<file path="config.mk">
export PLATFORM = sky130hd
export DESIGN_NAME = scoreboard_btn_cond
export DESIGN_NICKNAME = d
export VERILOG_FILES = /design/src/rtl/scoreboard_btn_cond.sv
export SDC_FILE = /design/constraint.sdc
export NUM_CORES = 1
export LEC_CHECK = 0
export ABC_AREA = 1
export ABC_CLOCK_PERIOD_IN_PS = 2900
export CAP_MARGIN = 20
export CORE_MARGIN = 3
export CORE_UTILIZATION = 50
export CTS_CLUSTER_SIZE = 40
export DETAILED_ROUTE_END_ITERATION = 10
export GPL_TIMING_DRIVEN = 1
export HOLD_SLACK_MARGIN = 0.12
export MAX_ROUTING_LAYER = met4
export PLACE_DENSITY_LB_ADDON = 0.25
export REMOVE_ABC_BUFFERS = 1
export SETUP_SLACK_MARGIN = 0.2
export SYNTH_ARGS = -nofsm -noshare
export SYNTH_HDL_FRONTEND = slang
export SYNTH_SLANG_ARGS = --single-unit
</file>
<file path="constraint.sdc">
create_clock -name wb_clk_i -period 2.9 [get_ports wb_clk_i]
set_input_delay 0.435 -clock wb_clk_i [delete_from_list [all_inputs] [get_ports wb_clk_i]]
set_output_delay 0.435 -clock wb_clk_i [all_outputs]
set_load 0.01 [all_outputs]
</file>
<file path="src/rtl/scoreboard_btn_cond.sv">
// Scoreboard button conditioner: per-channel 2-flop sync, debounce, press
// detection and long-press detection. Channels are fully independent.
module scoreboard_btn_cond #(
  parameter int N_BTN      = 9,
  parameter int DEB_COUNT  = 500000,
  parameter int LONG_COUNT = 50000000,
  parameter int CNT_W      = 26
) (
  input  logic             wb_clk_i,
  input  logic             wb_rst_ni,
  input  logic [N_BTN-1:0] btn_raw_i,
  input  logic             deb_bypass_i,
  output logic [N_BTN-1:0] btn_level_o,
  output logic [N_BTN-1:0] btn_press_o,
  output logic [N_BTN-1:0] btn_long_o,
  output logic             btn_any_o
);

  localparam logic [CNT_W-1:0] DEB_LAST  = CNT_W'(DEB_COUNT - 1);
  localparam logic [CNT_W-1:0] LONG_LAST = CNT_W'(LONG_COUNT - 1);
  localparam logic [CNT_W-1:0] LONG_MAX  = CNT_W'(LONG_COUNT);

  logic [N_BTN-1:0] sync_q1;
  logic [N_BTN-1:0] sync_q2;
  logic [N_BTN-1:0] level_d;
  logic [CNT_W-1:0] deb_cnt   [N_BTN];
  logic [CNT_W-1:0] deb_cnt_d [N_BTN];
  logic [CNT_W-1:0] hold_cnt  [N_BTN];

  // Next debounced level: accept sync on the edge the mismatch streak hits DEB_COUNT.
  always_comb begin
    for (int i = 0; i < N_BTN; i++) begin
      level_d[i]   = btn_level_o[i];
      deb_cnt_d[i] = '0;
      if (deb_bypass_i) begin
        level_d[i] = sync_q2[i];
      end else if (sync_q2[i] != btn_level_o[i]) begin
        if (deb_cnt[i] == DEB_LAST) begin
          level_d[i] = sync_q2[i];
        end else begin
          deb_cnt_d[i] = deb_cnt[i] + CNT_W'(1);
        end
      end
    end
  end

  always_ff @(posedge wb_clk_i or negedge wb_rst_ni) begin
    if (!wb_rst_ni) begin
      sync_q1     <= '0;
      sync_q2     <= '0;
      btn_level_o <= '0;
      btn_press_o <= '0;
      btn_long_o  <= '0;
      for (int i = 0; i < N_BTN; i++) begin
        deb_cnt[i]  <= '0;
        hold_cnt[i] <= '0;
      end
    end else begin
      sync_q1     <= btn_raw_i;
      sync_q2     <= sync_q1;
      btn_level_o <= level_d;
      btn_press_o <= level_d & ~btn_level_o;
      for (int i = 0; i < N_BTN; i++) begin
        deb_cnt[i] <= deb_cnt_d[i];
        // Hold counter saturates so the long pulse can fire only once per press.
        if (!btn_level_o[i]) begin
          hold_cnt[i] <= '0;
        end else if (hold_cnt[i] != LONG_MAX) begin
          hold_cnt[i] <= hold_cnt[i] + CNT_W'(1);
        end
        btn_long_o[i] <= btn_level_o[i] && (hold_cnt[i] == LONG_LAST);
      end
    end
  end

  assign btn_any_o = |btn_press_o;

endmodule

</file>
# --- Yosys cells after proc, flatten, opt, wreduce, memory -nomap -nowiden ---
# Index checks and enable logic that the tools add are counted.
classes:
  n_addsub: 18
  multipliers: 0
  div_mod_pow: 0
  n_lt_le_gt_ge: 0
  n_eq_ne: 45
  n_shift: 0
  n_mux: 72
  bitwise_logic: 2
  n_reduce_logical: 10
op_table:
  columns: ["cell", "count"]
  rows:
  - ["two-way mux 26 bit", 45]
  - ["adder 26 x 1 -> 26 bit, second input constant", 18]
  - ["equality test 26 x 19 -> 1 bit, second input constant", 9]
  - ["equality test 26 bit, second input constant", 9]
  - ["!= test 26 bit, second input constant", 9]
  - ["two-way mux 1 bit", 27]
  - ["!= test 2 x 1 -> 1 bit, second input constant", 9]
  - ["AND 9 bit", 1]
  - ["logical AND 1 bit", 9]
  - ["!= test 1 bit", 9]
  - ["NOT 9 bit", 1]
  - ["OR reduction 9 bit", 1]
totals:
  reg_bits: 513
  latchBits: 0
  ramBits: 0
  mem_bits_ro: 0
  inputBits: 12
  wordCells: 170
  memories: 0

# --- Depth between registers and ports, before layout ---
logic_depth:
  word_depth: 5
  depth_mapped: 11
  mapped_depth_nobuf: 11

# --- Worst setup path before layout ---
# Ideal clock, no wire load.
synth_timing:
  kind: "reg-to-reg"
  startpoint: "register deb_cnt[104] in the netlist's numbering"
  endpoint: "register deb_cnt[115] in the netlist's numbering"
  arrival_time_ns: 1.408
  required_time_ns: 2.780
  slack_ns: 1.372
  path_stages_with_launch: 10
  n_path_buf: 1
  cell_sequence: "dfrtp_1 > ha_1 > nand3_4 > nor2_1 > nand2_1 > nor2_1 > nor2_2 > inv_2 > buf_6 > nor2_1"
synth_rtl:
  columns: ["item", "line_no", "text"]
  rows:
  - ["from (decl)", "26", "logic [CNT_W-1:0] deb_cnt [N_BTN];"]
  - ["from (signal, indexed assignment)", "64", "deb_cnt[i] <= deb_cnt_d[i];"]

# --- Worst setup path in the final report ---
layout_timing:
  startpoint: "register btn_level_o[8]"
  endpoint: "output port btn_level_o[8]"
layout_rtl:
  columns: ["item", "line_no", "text"]
  rows:
  - ["from (decl)", "13", "output logic [N_BTN-1:0] btn_level_o,"]
  - ["from (signal assigned)", "61", "btn_level_o <= level_d;"]
# No word-level cell between the ends.

==> results by stage <==
STA:
- The minimum clock period after layout is 2.576 ns.
- For the pin with the worst max-slew slack, the measured transition is 0.8266 ns.
- The hold violation total from the final report is 0.
- Headroom to the max-slew limit came out at 44.74%.
- The maximum clock rate is 0.3883 GHz.
- The clock skew after layout is 0.02341 ns.
- The final critical path takes up 88.81% of the cycle.
- The final setup violation count is 0.
- Summed over all failing endpoints, the final setup total negative slack is 0 ns.
- The final hold slack is 0.2637 ns.
- Setup repair after global routing left no endpoint under its margin.
- The max-slew violation total from the final report is 0.

Floorplanning:
- In this run the horizontal extent of the chip is 249.1 µm.
- For this configuration, the core starts out at a cell density of 50.91%.
- Pin placement for this block handled 40 I/O pins.
- The floorplan step defined a die boundary enclosing 0.06203 mm².
- The core outline area is 0.05803 mm².
- The vertical die dimension is 249.1 µm.
- The number of rows in the core area is 88.

Setup path:
- The critical path goes through clkdlybuf4s50_1.
- Together, buffers and inverters on the worst path number 1.
- STA classifies the critical path startpoint as a flip-flop.
- The data required time at the worst endpoint is 2.47 ns.
- The data arrival time at the worst-slack endpoint is 2.14 ns.
- The endpoint kind of the worst setup timing path is an output pin.
- The slowest stage of the critical path is the sky130_fd_sc_hd__dfrtp_1 cell.
- The maximum fanout along the worst path is 19.
- The kind of cell adding the most delay to the critical path is flip-flops.
- In this design, the stage delay of the slowest critical-path cell is 0.83 ns.
- The critical path start-end classification is flip-flop to output pin.

Synth:
- The most common cell in the synthesized netlist is sky130_fd_sc_hd__nand2_1.
- Ranked by total cell area, the synthesized netlist is headed by sky130_fd_sc_hd__dfrtp_1 43%, sky130_fd_sc_hd__nand2_1 16%, sky130_fd_sc_hd__nor2_1 15%, sky130_fd_sc_hd__nand3_1 5.9%, sky130_fd_sc_hd__inv_1 5.4%.
- sky130_fd_sc_hd__dfrtp_1 takes more of the synthesized area than any other cell.
- In the synthesized netlist, the cells that appear most often are 1220 x sky130_fd_sc_hd__nand2_1, 1187 x sky130_fd_sc_hd__nor2_1, 513 x sky130_fd_sc_hd__dfrtp_1.
- For this run, the number of Yosys warnings is 0.
- The number of enable flip-flop cells after synthesis is 0.
- The sequential fraction of the synthesis area is 43.46%.
- The post-synth design cell area is 0.02954 mm².
- In this run the mean area of a mapped cell was 6.837 µm².
- The area share of and/or/nand/nor cells after synthesis is 40.79%.
- The adder and majority cell fraction of the synthesized area is 1.144%.
- The synthesized-area fraction occupied by ao, oa, aoi and oai cells is 3.062%.
- The dominant combinational cell family by area after synthesis is simple AND/OR/NAND/NOR gates.
- The proportion of netlist area held by the largest area contributor is 43.46%.
- In the synthesized netlist, mux cells make up 0% of the area.
- The parity-gate share of the synthesized area counting xor and xnor cells is 5.201%.
- The most used flip-flop cell after synthesis is sky130_fd_sc_hd__dfrtp_1.
- The fraction of registers with async set/reset is 100.0%.
- The synthesized netlist contains 37 unique library cells.
- After synthesis the netlist holds a flip-flop and latch count of 513.
- The number of instances in the synthesized netlist is 4321.

Detailed routing:
- Dividing the detail-routed wire length by the instance count gives 12.78 µm.
- In the routed design, unresolved DRC markers number 0.
- For this block, the initial DRC count from the detailed router was 1781.
- The final route contains 26150 vias.
- The final layout contains routed wiring with a total length of 66560 µm.
- Once detail routing completed, the nets flagged for antenna violations numbered 0.
- The pre-antenna-repair detailed-routing pass consisted of 5 iterations.
- In the routed layout, each cell is associated on average with a via count of 5.022.

Clock tree:
- The clock drives 513 sinks.
- The number of hold buffers added after CTS was 1.
- The clock latency on the worst-skew pair is 0.61 ns.
- TritonCTS built the clock tree.
- After clock tree synthesis, the clock-pin slew on the worst setup and hold paths is 0.06 ns.
- CTS built an H-tree with a depth of 2.
- The cell chosen for the clock root is sky130_fd_sc_hd__clkbuf_16.
- The post-CTS repair timing setup buffer count is 0.
- The TritonCTS buffer count is 57.
- The count of cells resized by post-cts repair is 0.
- The number of buffers on the longest clock path is 3.

Outcome:
- The run finished with clean final reports.

Global route:
- The number of antenna violations at the first check in global routing is 1.
- The overall overflow remaining after global route is 0.
- The pin count of the biggest net entering global routing is 82.
- The via count of the first global-routing pass is 24460.
- Global routing used 22.21% of the available tracks.
- The first-pass GRT wire length is 115500 µm.

Layout:
- The number of filler cells placed in the layout is 5481.
- The final design instance area without fill is 0.03284 mm².
- The share of layout cells above drive strength 1 is 3.962%.
- The final layout contains 4435 nets.
- The area growth from synthesis to final layout is 11.17%.

Power and ir drop:
- The power per standard cell area is 475.0 mW/mm².
- The largest vdd supply drop is 0.4450 mV.
- Summed over all cells, the static leakage comes to 13.64 nW.

Placed design:
- After legalization and detailed placement, the total HPWL measured 48840 µm.
- Input and output buffers added on the ports amount to 39.
- The placed standard-cell area is 0.03086 mm².
- The last weighted congestion value of the routability-driven placer is 0.9328.

Hold path:
- The kind of path behind the tightest hold check is input pin to flip-flop.

Job:
- The max-capacitance violation count is 0.
## metal layers
layer	vias to the layer above	share of wire, %	GRT usage, %
met5	-	0	-
met4	0	2.0	5.637
met3	102	4.6	2.809
met2	541	45	34.34
met1	11930	49	31.20
li1	13580	-	-
## kinds of logic after synthesis
family                   Yosys count
XOR/XNOR                         172
flip-flops                       513
adder cells (fa/ha/maj)           27
buffers and inverters            479
AND/OR/NAND/NOR                 2955
AO/OA/AOI/OAI                    175
## flip-flops by register name (all words and copies together), names as in the netlist
register	cells
sync_q1	9
hold_cnt	234
btn_level_o	9
btn_long_o	9
sync_q2	9
btn_press_o	9
deb_cnt	234
## final timing paths
kind                            cells after the start             end           start  slack, ns
worst min-delay path                                1      sync_q1[7]    btn_raw_i[7]       0.26
worst min register to register                      0      sync_q2[7]      sync_q1[7]       0.35
min in group asynchronous                           2   hold_cnt[120]       wb_rst_ni       0.35
worst max-delay path                                1  btn_level_o[8]  btn_level_o[8]       0.32
worst max register to register                      4     deb_cnt[14]  btn_level_o[8]       0.78
max in group asynchronous                           3    deb_cnt[209]       wb_rst_ni       1.69
## area by class of cell
class,instances,area (µm²),area share [%]
multi-input combinational,3329,14830,45.15
sequential,513,12840,39.09
inverter,435,1635,4.979
clock buffer,74,1570,4.781
tap,765,957.2,2.915
timing repair buffer,60,613.1,1.867
clock inverter,31,396.6,1.208
antenna,1,2.502,0.007620
## through the flow
step | power, mW | util, % | std cells | worst slack, ns
after floorplan | 7.803 | - | 4277 | 1.242
after global placement | 8.220 | 53.19 | 5101 | 0.6151
after detailed placement | 8.228 | 53.19 | 5101 | 0.5856
after CTS | 15.85 | 56.59 | 5207 | 0.2720
after global routing | 16.24 | 56.60 | 5208 | 0.2265
final | 15.60 | 56.60 | 5208 | 0.3245
## cells in the final DEF (no fill, tap or decap), types with 37 or more instances in the layout
cell type and n:
sky130_fd_sc_hd__nand2_1 1220, sky130_fd_sc_hd__nor2_1 1187, sky130_fd_sc_hd__dfrtp_1 513, sky130_fd_sc_hd__inv_1 427, sky130_fd_sc_hd__nand3_1 346, sky130_fd_sc_hd__a21oi_1 93, sky130_fd_sc_hd__xor2_1 92, sky130_fd_sc_hd__nor3_1 86
sky130_fd_sc_hd__xnor2_1 76, sky130_fd_sc_hd__o21ai_0 70, sky130_fd_sc_hd__clkbuf_16 57, sky130_fd_sc_hd__clkdlybuf4s50_1 37
## report_power, final
group	internal [mW]	total, mW	switching, mW
clock	4.53	7.52	2.99
combinational	0.199	0.703	0.504
sequential	7.24	7.38	0.134
No activity file was read; power rests on OpenSTA's default activity.
